--- config.mk ---
export PLATFORM = sky130hd
export DESIGN_NAME = mem_arbiter_flat
export DESIGN_NICKNAME = d
export VERILOG_FILES = /design/src/rtl/mem_arbiter_if.sv /design/src/rtl/mem_arbiter.sv /design/src/flat_wrapper.sv
export SDC_FILE = /design/constraint.sdc
export NUM_CORES = 1
export LEC_CHECK = 0
export BUFFER_PORTS_ARGS = -buffer_cell sky130_fd_sc_hd__buf_2
export CELL_PAD_IN_SITES_DETAIL_PLACEMENT = 2
export CELL_PAD_IN_SITES_GLOBAL_PLACEMENT = 2
export CORE_MARGIN = 1
export CORE_UTILIZATION = 28
export DETAILED_ROUTE_END_ITERATION = 10
export MAX_ROUTING_LAYER = met4
export PLACE_DENSITY = 0.89
export SLEW_MARGIN = 20
export SYNTH_ARGS = -nofsm -noshare
export SYNTH_HDL_FRONTEND = slang
export SYNTH_SLANG_ARGS = --single-unit
--- constraint.sdc ---
create_clock -name clk -period 2.79 [get_ports clk]
set_clock_uncertainty 0.2 [all_clocks]
set_input_delay 0.558 -clock clk [delete_from_list [all_inputs] [get_ports clk]]
set_output_delay 0.558 -clock clk [all_outputs]
set_load 0.02 [all_outputs]
--- src/rtl/mem_arbiter_if.sv ---
// mem_arbiter_if: requester ports and shared memory bus for mem_arbiter.
// slave = arbiter side, master = requesters plus memory model.
interface mem_arbiter_if #(
  parameter int AW = 16,
  parameter int DW = 16
);
  logic          m0_req;
  logic          m0_we;
  logic [AW-1:0] m0_addr;
  logic [DW-1:0] m0_wdata;
  logic [DW-1:0] m0_rdata;
  logic          m0_ack;

  logic          m1_req;
  logic          m1_we;
  logic [AW-1:0] m1_addr;
  logic [DW-1:0] m1_wdata;
  logic [DW-1:0] m1_rdata;
  logic          m1_ack;

  logic [AW-1:0] mem_addr;
  logic [DW-1:0] mem_wdata;
  logic [DW-1:0] mem_rdata;
  logic          mem_read;
  logic          mem_write;

  logic          busy;
  logic          owner;

  modport slave (
    input  m0_req, m0_we, m0_addr, m0_wdata,
    output m0_rdata, m0_ack,
    input  m1_req, m1_we, m1_addr, m1_wdata,
    output m1_rdata, m1_ack,
    output mem_addr, mem_wdata, mem_read, mem_write,
    input  mem_rdata,
    output busy, owner
  );

  modport master (
    output m0_req, m0_we, m0_addr, m0_wdata,
    input  m0_rdata, m0_ack,
    output m1_req, m1_we, m1_addr, m1_wdata,
    input  m1_rdata, m1_ack,
    input  mem_addr, mem_wdata, mem_read, mem_write,
    output mem_rdata,
    input  busy, owner
  );
endinterface

--- src/rtl/mem_arbiter.sv ---
// mem_arbiter: two-port sequencer for the shared memory bus.
// Define MEM_ARB_RR_EN for round-robin ties; default is port 0 priority.
module mem_arbiter #(
  parameter int AW       = 16,
  parameter int DW       = 16,
  parameter int WAIT_CYC = 2
) (
  input logic        clk,
  input logic        rst_b,
  mem_arbiter_if.slave bus
);

  if (WAIT_CYC < 1 || WAIT_CYC > 15) begin : g_bad_wait
    $error("mem_arbiter: WAIT_CYC must be 1..15");
  end

  localparam logic [3:0] CNT_INIT = 4'(WAIT_CYC - 1);

  typedef enum logic [1:0] {
    IDLE   = 2'd0,
    ACCESS = 2'd1,
    RESP   = 2'd2
  } state_t;

  state_t        state;
  logic [3:0]    cnt;
  logic          we_q;
  logic          own_q;
  logic          busy_q;
  logic          rd_q;
  logic          wr_q;
  logic          ack0_q;
  logic          ack1_q;
  logic [AW-1:0] addr_q;
  logic [DW-1:0] wdata_q;
  logic [DW-1:0] rdata0_q;
  logic [DW-1:0] rdata1_q;

  logic          any_req;
  logic          pick;
  logic          win_we;
  logic [AW-1:0] win_addr;
  logic [DW-1:0] win_wdata;

  // Pick the winner among requests sampled in IDLE.
  always_comb begin
    any_req = bus.m0_req | bus.m1_req;
`ifdef MEM_ARB_RR_EN
    pick = (bus.m0_req & bus.m1_req) ? ~own_q : ~bus.m0_req;
`else
    pick = ~bus.m0_req;
`endif
    win_we    = pick ? bus.m1_we    : bus.m0_we;
    win_addr  = pick ? bus.m1_addr  : bus.m0_addr;
    win_wdata = pick ? bus.m1_wdata : bus.m0_wdata;
  end

  // Access sequencer with registered bus, ack and read-data outputs.
  always_ff @(posedge clk or negedge rst_b) begin
    if (!rst_b) begin
      state    <= IDLE;
      cnt      <= '0;
      we_q     <= 1'b0;
      own_q    <= 1'b0;
      busy_q   <= 1'b0;
      rd_q     <= 1'b0;
      wr_q     <= 1'b0;
      ack0_q   <= 1'b0;
      ack1_q   <= 1'b0;
      addr_q   <= '0;
      wdata_q  <= '0;
      rdata0_q <= '0;
      rdata1_q <= '0;
    end else begin
      unique case (state)
        IDLE: begin
          ack0_q <= 1'b0;
          ack1_q <= 1'b0;
          if (any_req) begin
            addr_q  <= win_addr;
            wdata_q <= win_wdata;
            we_q    <= win_we;
            own_q   <= pick;
            cnt     <= CNT_INIT;
            rd_q    <= ~win_we;
            wr_q    <= win_we;
            busy_q  <= 1'b1;
            state   <= ACCESS;
          end
        end
        ACCESS: begin
          if (cnt == 4'd0) begin
            rd_q  <= 1'b0;
            wr_q  <= 1'b0;
            state <= RESP;
            unique case (1'b1)
              own_q: begin
                ack1_q <= 1'b1;
                if (!we_q) rdata1_q <= bus.mem_rdata;
              end
              default: begin
                ack0_q <= 1'b1;
                if (!we_q) rdata0_q <= bus.mem_rdata;
              end
            endcase
          end else begin
            cnt <= cnt - 4'd1;
          end
        end
        RESP: begin
          ack0_q <= 1'b0;
          ack1_q <= 1'b0;
          busy_q <= 1'b0;
          state  <= IDLE;
        end
        default: begin
          state <= IDLE;
        end
      endcase
    end
  end

  assign bus.mem_addr  = addr_q;
  assign bus.mem_wdata = wdata_q;
  assign bus.mem_read  = rd_q;
  assign bus.mem_write = wr_q;
  assign bus.m0_ack    = ack0_q;
  assign bus.m1_ack    = ack1_q;
  assign bus.m0_rdata  = rdata0_q;
  assign bus.m1_rdata  = rdata1_q;
  assign bus.busy      = busy_q;
  assign bus.owner     = own_q;

endmodule

--- src/flat_wrapper.sv ---
// flat-port wrapper written by rule: the top's interface ports become plain ports
module mem_arbiter_flat 
#(
  parameter int AW       = 16,
  parameter int DW       = 16,
  parameter int WAIT_CYC = 2
)
  (clk, rst_b, bus_m0_req, bus_m0_we, bus_m0_addr, bus_m0_wdata, bus_m0_rdata, bus_m0_ack, bus_m1_req, bus_m1_we, bus_m1_addr, bus_m1_wdata, bus_m1_rdata, bus_m1_ack, bus_mem_addr, bus_mem_wdata, bus_mem_read, bus_mem_write, bus_mem_rdata, bus_busy, bus_owner);
  mem_arbiter_if #(.AW(AW), .DW(DW)) bus_i ();
  input logic clk;
  input logic rst_b;
  input wire logic [$bits(bus_i.m0_req)-1:0] bus_m0_req;
  input wire logic [$bits(bus_i.m0_we)-1:0] bus_m0_we;
  input wire logic [$bits(bus_i.m0_addr)-1:0] bus_m0_addr;
  input wire logic [$bits(bus_i.m0_wdata)-1:0] bus_m0_wdata;
  output wire logic [$bits(bus_i.m0_rdata)-1:0] bus_m0_rdata;
  output wire logic [$bits(bus_i.m0_ack)-1:0] bus_m0_ack;
  input wire logic [$bits(bus_i.m1_req)-1:0] bus_m1_req;
  input wire logic [$bits(bus_i.m1_we)-1:0] bus_m1_we;
  input wire logic [$bits(bus_i.m1_addr)-1:0] bus_m1_addr;
  input wire logic [$bits(bus_i.m1_wdata)-1:0] bus_m1_wdata;
  output wire logic [$bits(bus_i.m1_rdata)-1:0] bus_m1_rdata;
  output wire logic [$bits(bus_i.m1_ack)-1:0] bus_m1_ack;
  output wire logic [$bits(bus_i.mem_addr)-1:0] bus_mem_addr;
  output wire logic [$bits(bus_i.mem_wdata)-1:0] bus_mem_wdata;
  output wire logic [$bits(bus_i.mem_read)-1:0] bus_mem_read;
  output wire logic [$bits(bus_i.mem_write)-1:0] bus_mem_write;
  input wire logic [$bits(bus_i.mem_rdata)-1:0] bus_mem_rdata;
  output wire logic [$bits(bus_i.busy)-1:0] bus_busy;
  output wire logic [$bits(bus_i.owner)-1:0] bus_owner;
  assign bus_i.m0_req = bus_m0_req;
  assign bus_i.m0_we = bus_m0_we;
  assign bus_i.m0_addr = bus_m0_addr;
  assign bus_i.m0_wdata = bus_m0_wdata;
  assign bus_m0_rdata = bus_i.m0_rdata;
  assign bus_m0_ack = bus_i.m0_ack;
  assign bus_i.m1_req = bus_m1_req;
  assign bus_i.m1_we = bus_m1_we;
  assign bus_i.m1_addr = bus_m1_addr;
  assign bus_i.m1_wdata = bus_m1_wdata;
  assign bus_m1_rdata = bus_i.m1_rdata;
  assign bus_m1_ack = bus_i.m1_ack;
  assign bus_mem_addr = bus_i.mem_addr;
  assign bus_mem_wdata = bus_i.mem_wdata;
  assign bus_mem_read = bus_i.mem_read;
  assign bus_mem_write = bus_i.mem_write;
  assign bus_i.mem_rdata = bus_mem_rdata;
  assign bus_busy = bus_i.busy;
  assign bus_owner = bus_i.owner;
  mem_arbiter #(.AW(AW), .DW(DW), .WAIT_CYC(WAIT_CYC)) u_core (.clk(clk), .rst_b(rst_b), .bus(bus_i));
endmodule
Word-level counts from Yosys, hierarchy flattened
Cells that the tools add are included.
{"block": "totals", "wordCells": 63, "register_bits": 77, "input_bits": 86, "out_inout_bits": 70}
{"block": "classes", "addsub": 1, "n_eq_ne": 7, "n_mux": 22, "reduce_logical": 15, "bitwise": 5}
{"op": "two-way mux 16 bit", "n": 2}
{"op": "AND reduction 3 bit", "n": 4}
{"op": "one-hot mux 1 bit (2 select lines)", "n": 5}
{"op": "two-way mux 1 bit", "n": 9}
{"op": "two-way mux 4 bit", "n": 2}
{"op": "one-hot mux 4 bit (2 select lines)", "n": 1}
{"op": "AND reduction 4 bit", "n": 2}
{"op": "inequality test 2 x 1 -> 1 bit (second input constant)", "n": 3}
{"op": "AND reduction 2 bit", "n": 3}
{"op": "nonzero test 2 bit", "n": 3}
{"op": "zero test 4 bit", "n": 1}
{"op": "two-way mux 2 bit", "n": 2}
{"op": "inequality test 2 bit (second input constant)", "n": 2}
{"op": "NOT 1 bit", "n": 4}
{"op": "one-hot mux 2 bit (2 select lines)", "n": 1}
{"op": "subtractor 4 x 1 -> 4 bit (second input constant)", "n": 1}
{"op": "== test 2 x 1 -> 1 bit (second input constant)", "n": 1}
{"op": "== test 2 bit (second input constant)", "n": 1}
{"op": "zero test 2 bit", "n": 1}
{"op": "OR reduction 2 bit", "n": 1}
{"op": "bitwise OR 1 bit", "n": 1}

Depth between registers and ports, before layout
{"block": "logic_depth", "word_depth": 4, "mapped_depth": 7, "depth_no_buf": 5}

Least setup slack after synthesis
OpenSTA, ideal clock, no wires.
{"block": "synth_path", "path_kind": "register to register", "start": "reg u_core.cnt[0]", "end": "reg u_core.rdata0_q[10], in the netlist u_core.bus.m0_rdata[10]", "setup_ns": 0.125, "path_buffers": 2, "stages_incl_launch_ff": 8, "setup_slack_ns": 0.413, "period_less_slack_ns": 2.377, "arrival_ns": 2.052, "t_required_ns": 2.465, "path_cell_list": "dfrtp_1 inv_1 ha_1 or3b_4 or4_4 buf_6 buf_12 mux2_4"}
{"block": "synth_via", "elab_chain_len": 2}
{"item": "start, declared", "line_no": "mem_arbiter.sv:26", "source": "logic [3:0] cnt;"}
{"item": "start signal, assigned", "line_no": "mem_arbiter.sv:107", "source": "cnt <= cnt - 4'd1;"}
{"item": "zero test 4 bit", "line_no": "mem_arbiter.sv:92", "source": "if (cnt == 4'd0) begin"}
{"item": "AND reduction 4 bit (no line)"}
{"item": "end signal, assigned", "line_no": "mem_arbiter.sv:103", "source": "if (!we_q) rdata0_q <= bus.mem_rdata;"}
{"item": "end, declared", "line_no": "mem_arbiter.sv:36", "source": "logic [DW-1:0] rdata0_q;"}
No other way between the ends.
A chain may end at the register's enable or synchronous reset.

Final worst setup path
{"block": "layout_path", "start": "reg u_core.cnt[0]", "end": "reg u_core.rdata0_q[8], in the netlist u_core.bus.m0_rdata[8]"}
Same word-level chain as after synthesis.

==> flow_summary.json <==
{
  "clock_sinks": 77,
  "failed_checks": "design-rule violations",
  "yosys_most_used_dff": "sky130_fd_sc_hd__dfrtp_1",
  "asyncSetResetFlopFracSynth_pct": 100,
  "yosys-top-cells-count": "sky130_fd_sc_hd__dfrtp_1, sky130_fd_sc_hd__o21ai_0, sky130_fd_sc_hd__mux2i_1",
  "htree_levels": 3,
  "buffers_on_ports": 155,
  "io_pins": 156,
  "tritoncts": "done",
  "ff_latch_area_sq_mm": 0.00193,
  "synth_area_sq_mm": 0.00333,
  "grt_pass1_vias": 3141,
  "cellPowerDensity_mw_per_mm2": 1230,
  "num-nets-final": 507,
  "synth_top_cell_by_area": "sky130_fd_sc_hd__dfrtp_1",
  "grt_max_degree": 45,
  "netlist_instances": 265,
  "measured_slew_at_the_worst_slew_check_pin_ps": 674,
  "yosys.cell_types.count": 32,
  "detail_route.wl_per_cell_um": 17.3,
  "timing.final.max_slew_violations": 0,
  "grt_setup_unrepaired": "false",
  "yosysTopAreaCellShare_pct": 57.8,
  "grt_overflow": 0,
  "crit_path_start": "u_core.cnt[0]$_DFFE_PN0P_",
  "yosys_warnings": 0,
  "finalPower_mw": 5.62,
  "finish.instance_area_sq_mm": 0.00456,
  "rows": 39,
  "globalplace.congestion": 0.759,
  "clock-root-buffer": "sky130_fd_sc_hd__clkbuf_16",
  "min_period_ps": 2460,
  "synth.avg_cell_area_sq_um": 12.6,
  "setup_viol_count_final": 0,
  "grt_first_pass_wirelength_mm": 16.3,
  "ratio_of_routed_vias_to_standard_cells": 4.82,
  "grt_antenna_before_repair": 1,
  "proportion_of_synthesized_chip_area_in_sequential_cells_pct": 57.8,
  "slew_headroom_pct": 55.1,
  "insertion_delay_ps": 330,
  "postCtsSetupRepairBufs": 0,
  "worst_r2r_path_depth": 5,
  "number_of_nets_in_the_synthesized_netlist": 352,
  "clk_pin_slew_ps": 60,
  "critical_path.endpoint_type": "flip-flop",
  "leakage_power_nw": 2.30,
  "setup_total_negative_slack_ps": 0,
  "preCtsSetupSlack_ps": 344,
  "final_critical_path_setup_slack_ps": 334,
  "routed_wl_mm": 9.82,
  "synth.most_common_cell": "sky130_fd_sc_hd__dfrtp_1",
  "fillCellCount": 1220,
  "netlist_top_cells_area": "sky130_fd_sc_hd__dfrtp_1, sky130_fd_sc_hd__o21ai_0, sky130_fd_sc_hd__mux2i_1",
  "cp.required_ps": 2800,
  "max_cap_violations": 0,
  "layout-drive-gt1-share_pct": 50.8,
  "critical_path.max_fanout": 16,
  "post_cts.resized_instances": 0,
  "grt_usage_pct": 17.4,
  "final_antenna_net_count": 0,
  "drt_iter0_markers": 116,
  "timing.final.crit_share_pct": 88.0,
  "clockBufferDepth": 2,
  "design.core.area_sq_mm": 0.0115,
  "final_cells": 569,
  "area_of_the_die_sq_mm": 0.0123,
  "hold_viol": 0,
  "crit_arrival_ps": 2470,
  "remaining_drc_errors": 26,
  "criticalPathCategory": "flip-flop to flip-flop",
  "max_clock_freq_mhz": 407,
  "timing.hold.ws_ps": 17.7,
  "numPlacedInstances": 552,
  "outcome": "finished, violations left",
  "drt_pre_antenna_iters": 7,
  "ys_seq_elements": 77,
  "hold_crit_class": "primary input to asynchronous set/reset pin",
  "edff_count_synth": 0,
  "cts-buffers-inserted": 9,
  "multi_input_comb_area_sq_mm": 0.00131,
  "cts.hold.buffers_added": 0,
  "flow.area_growth_from_synthesis_pct": 36.7,
  "fp.dieW_um": 111,
  "crit_path_start_kind": "flip-flop",
  "vias": 2745,
  "maximum_vdd_drop_mv": 0.283,
  "die_y_um": 111,
  "finish.utilization_pct": 39.6,
  "dpl-instance-area_sq_mm": 0.00425,
  "start_util_pct": 28.9,
  "dp_hpwl_mm": 7.41,
  "worstReg2RegStart": "u_core.cnt[0]$_DFFE_PN0P_"
}
-- logic make-up after synthesis --
group / Yosys count / synth area share [%]
fa+ha+maj: 1 / 0.375
flops: 77 / 57.8
simple gates: 18 / 3.57
compound gates: 82 / 13.0
buf+inv: 21 / 3.08
mux: 66 / 22.2
-- cell usage in the layout (no fill, tap or decap), types with 2 or more instances in the layout --
cell                         instances
sky130_fd_sc_hd__mux2i_1            33
sky130_fd_sc_hd__o21ai_0            68
sky130_fd_sc_hd__nor2b_1             2
sky130_fd_sc_hd__a21o_1              2
sky130_fd_sc_hd__nor3b_1             2
sky130_fd_sc_hd__clkbuf_16           9
sky130_fd_sc_hd__dfrtp_1            77
sky130_fd_sc_hd__nand2_1             2
sky130_fd_sc_hd__buf_2             154
sky130_fd_sc_hd__mux2_2             23
sky130_fd_sc_hd__inv_1               4
sky130_fd_sc_hd__mux2_4             10
sky130_fd_sc_hd__nand3b_1            2
sky130_fd_sc_hd__clkinvlp_4          2
sky130_fd_sc_hd__a21oi_1             5
sky130_fd_sc_hd__buf_4               7
sky130_fd_sc_hd__nor2_1              2
-- power by group --
group	switching (mW)	total (mW)	internal, mW
Clock	0.454	1.17	0.719
Sequential	0.323	2.00	1.68
Combinational	1.50	2.45	0.949
Total	2.27	5.62	3.34
-- registers in the layout, indices dropped and copies added, names as in the netlist --
register              flops
u_core.bus.m0_rdata      16
u_core.bus.mem_addr      16
u_core.bus.owner          1
u_core.cnt                4
u_core.bus.mem_wdata     16
u_core.bus.m1_rdata      16
u_core.state              2
u_core.bus.busy           1
u_core.bus.mem_read       1
u_core.we_q               1
u_core.bus.m1_ack         1
u_core.bus.mem_write      1
u_core.bus.m0_ack         1
-- layer usage --
| metal | up-vias | part of all wire [%] | track usage, % |
|---|---|---|---|
| met5 | - | 0 | - |
| met4 | 0 | 0.87 | 5.41 |
| met3 | 10 | 6.7 | 3.66 |
| met2 | 113 | 51 | 30.5 |
| met1 | 1360 | 42 | 19.8 |
| li1 | 1262 | - | - |
-- final cells by class --
cell class | count | area share (%)
antenna | 1 | 0.0549
clock buffer | 11 | 5.33
clock inverter | 5 | 1.29
inverter | 4 | 0.329
multi-input combinational | 167 | 28.7
sequential | 77 | 42.3
tap | 143 | 3.93
timing repair buffer | 161 | 18.1
-- critical path, cell delays in order (launching register included) --
cell                      delay [ps]
sky130_fd_sc_hd__dfrtp_1         360
sky130_fd_sc_hd__inv_1           100
sky130_fd_sc_hd__ha_1            220
sky130_fd_sc_hd__or3b_4          430
sky130_fd_sc_hd__or4_4           670
sky130_fd_sc_hd__mux2_4          360
-- worst paths after layout --
kind | to | slack (ps)
worst max-delay path | u_core.bus.m0_rdata[8]$_DFFE_PN0P_ | 330
worst min-delay path | u_core.bus.m0_rdata[2]$_DFFE_PN0P_ | 20
worst max register to register | u_core.bus.m0_rdata[8]$_DFFE_PN0P_ | 330
worst min register to register | u_core.bus.m0_rdata[15]$_DFFE_PN0P_ | 300
max in group asynchronous | u_core.bus.mem_wdata[15]$_DFFE_PN0P_ | 1600
min in group clk | u_core.bus.m0_rdata[10]$_DFFE_PN0P_ | 270
Power figures use the tool's default switching activity.
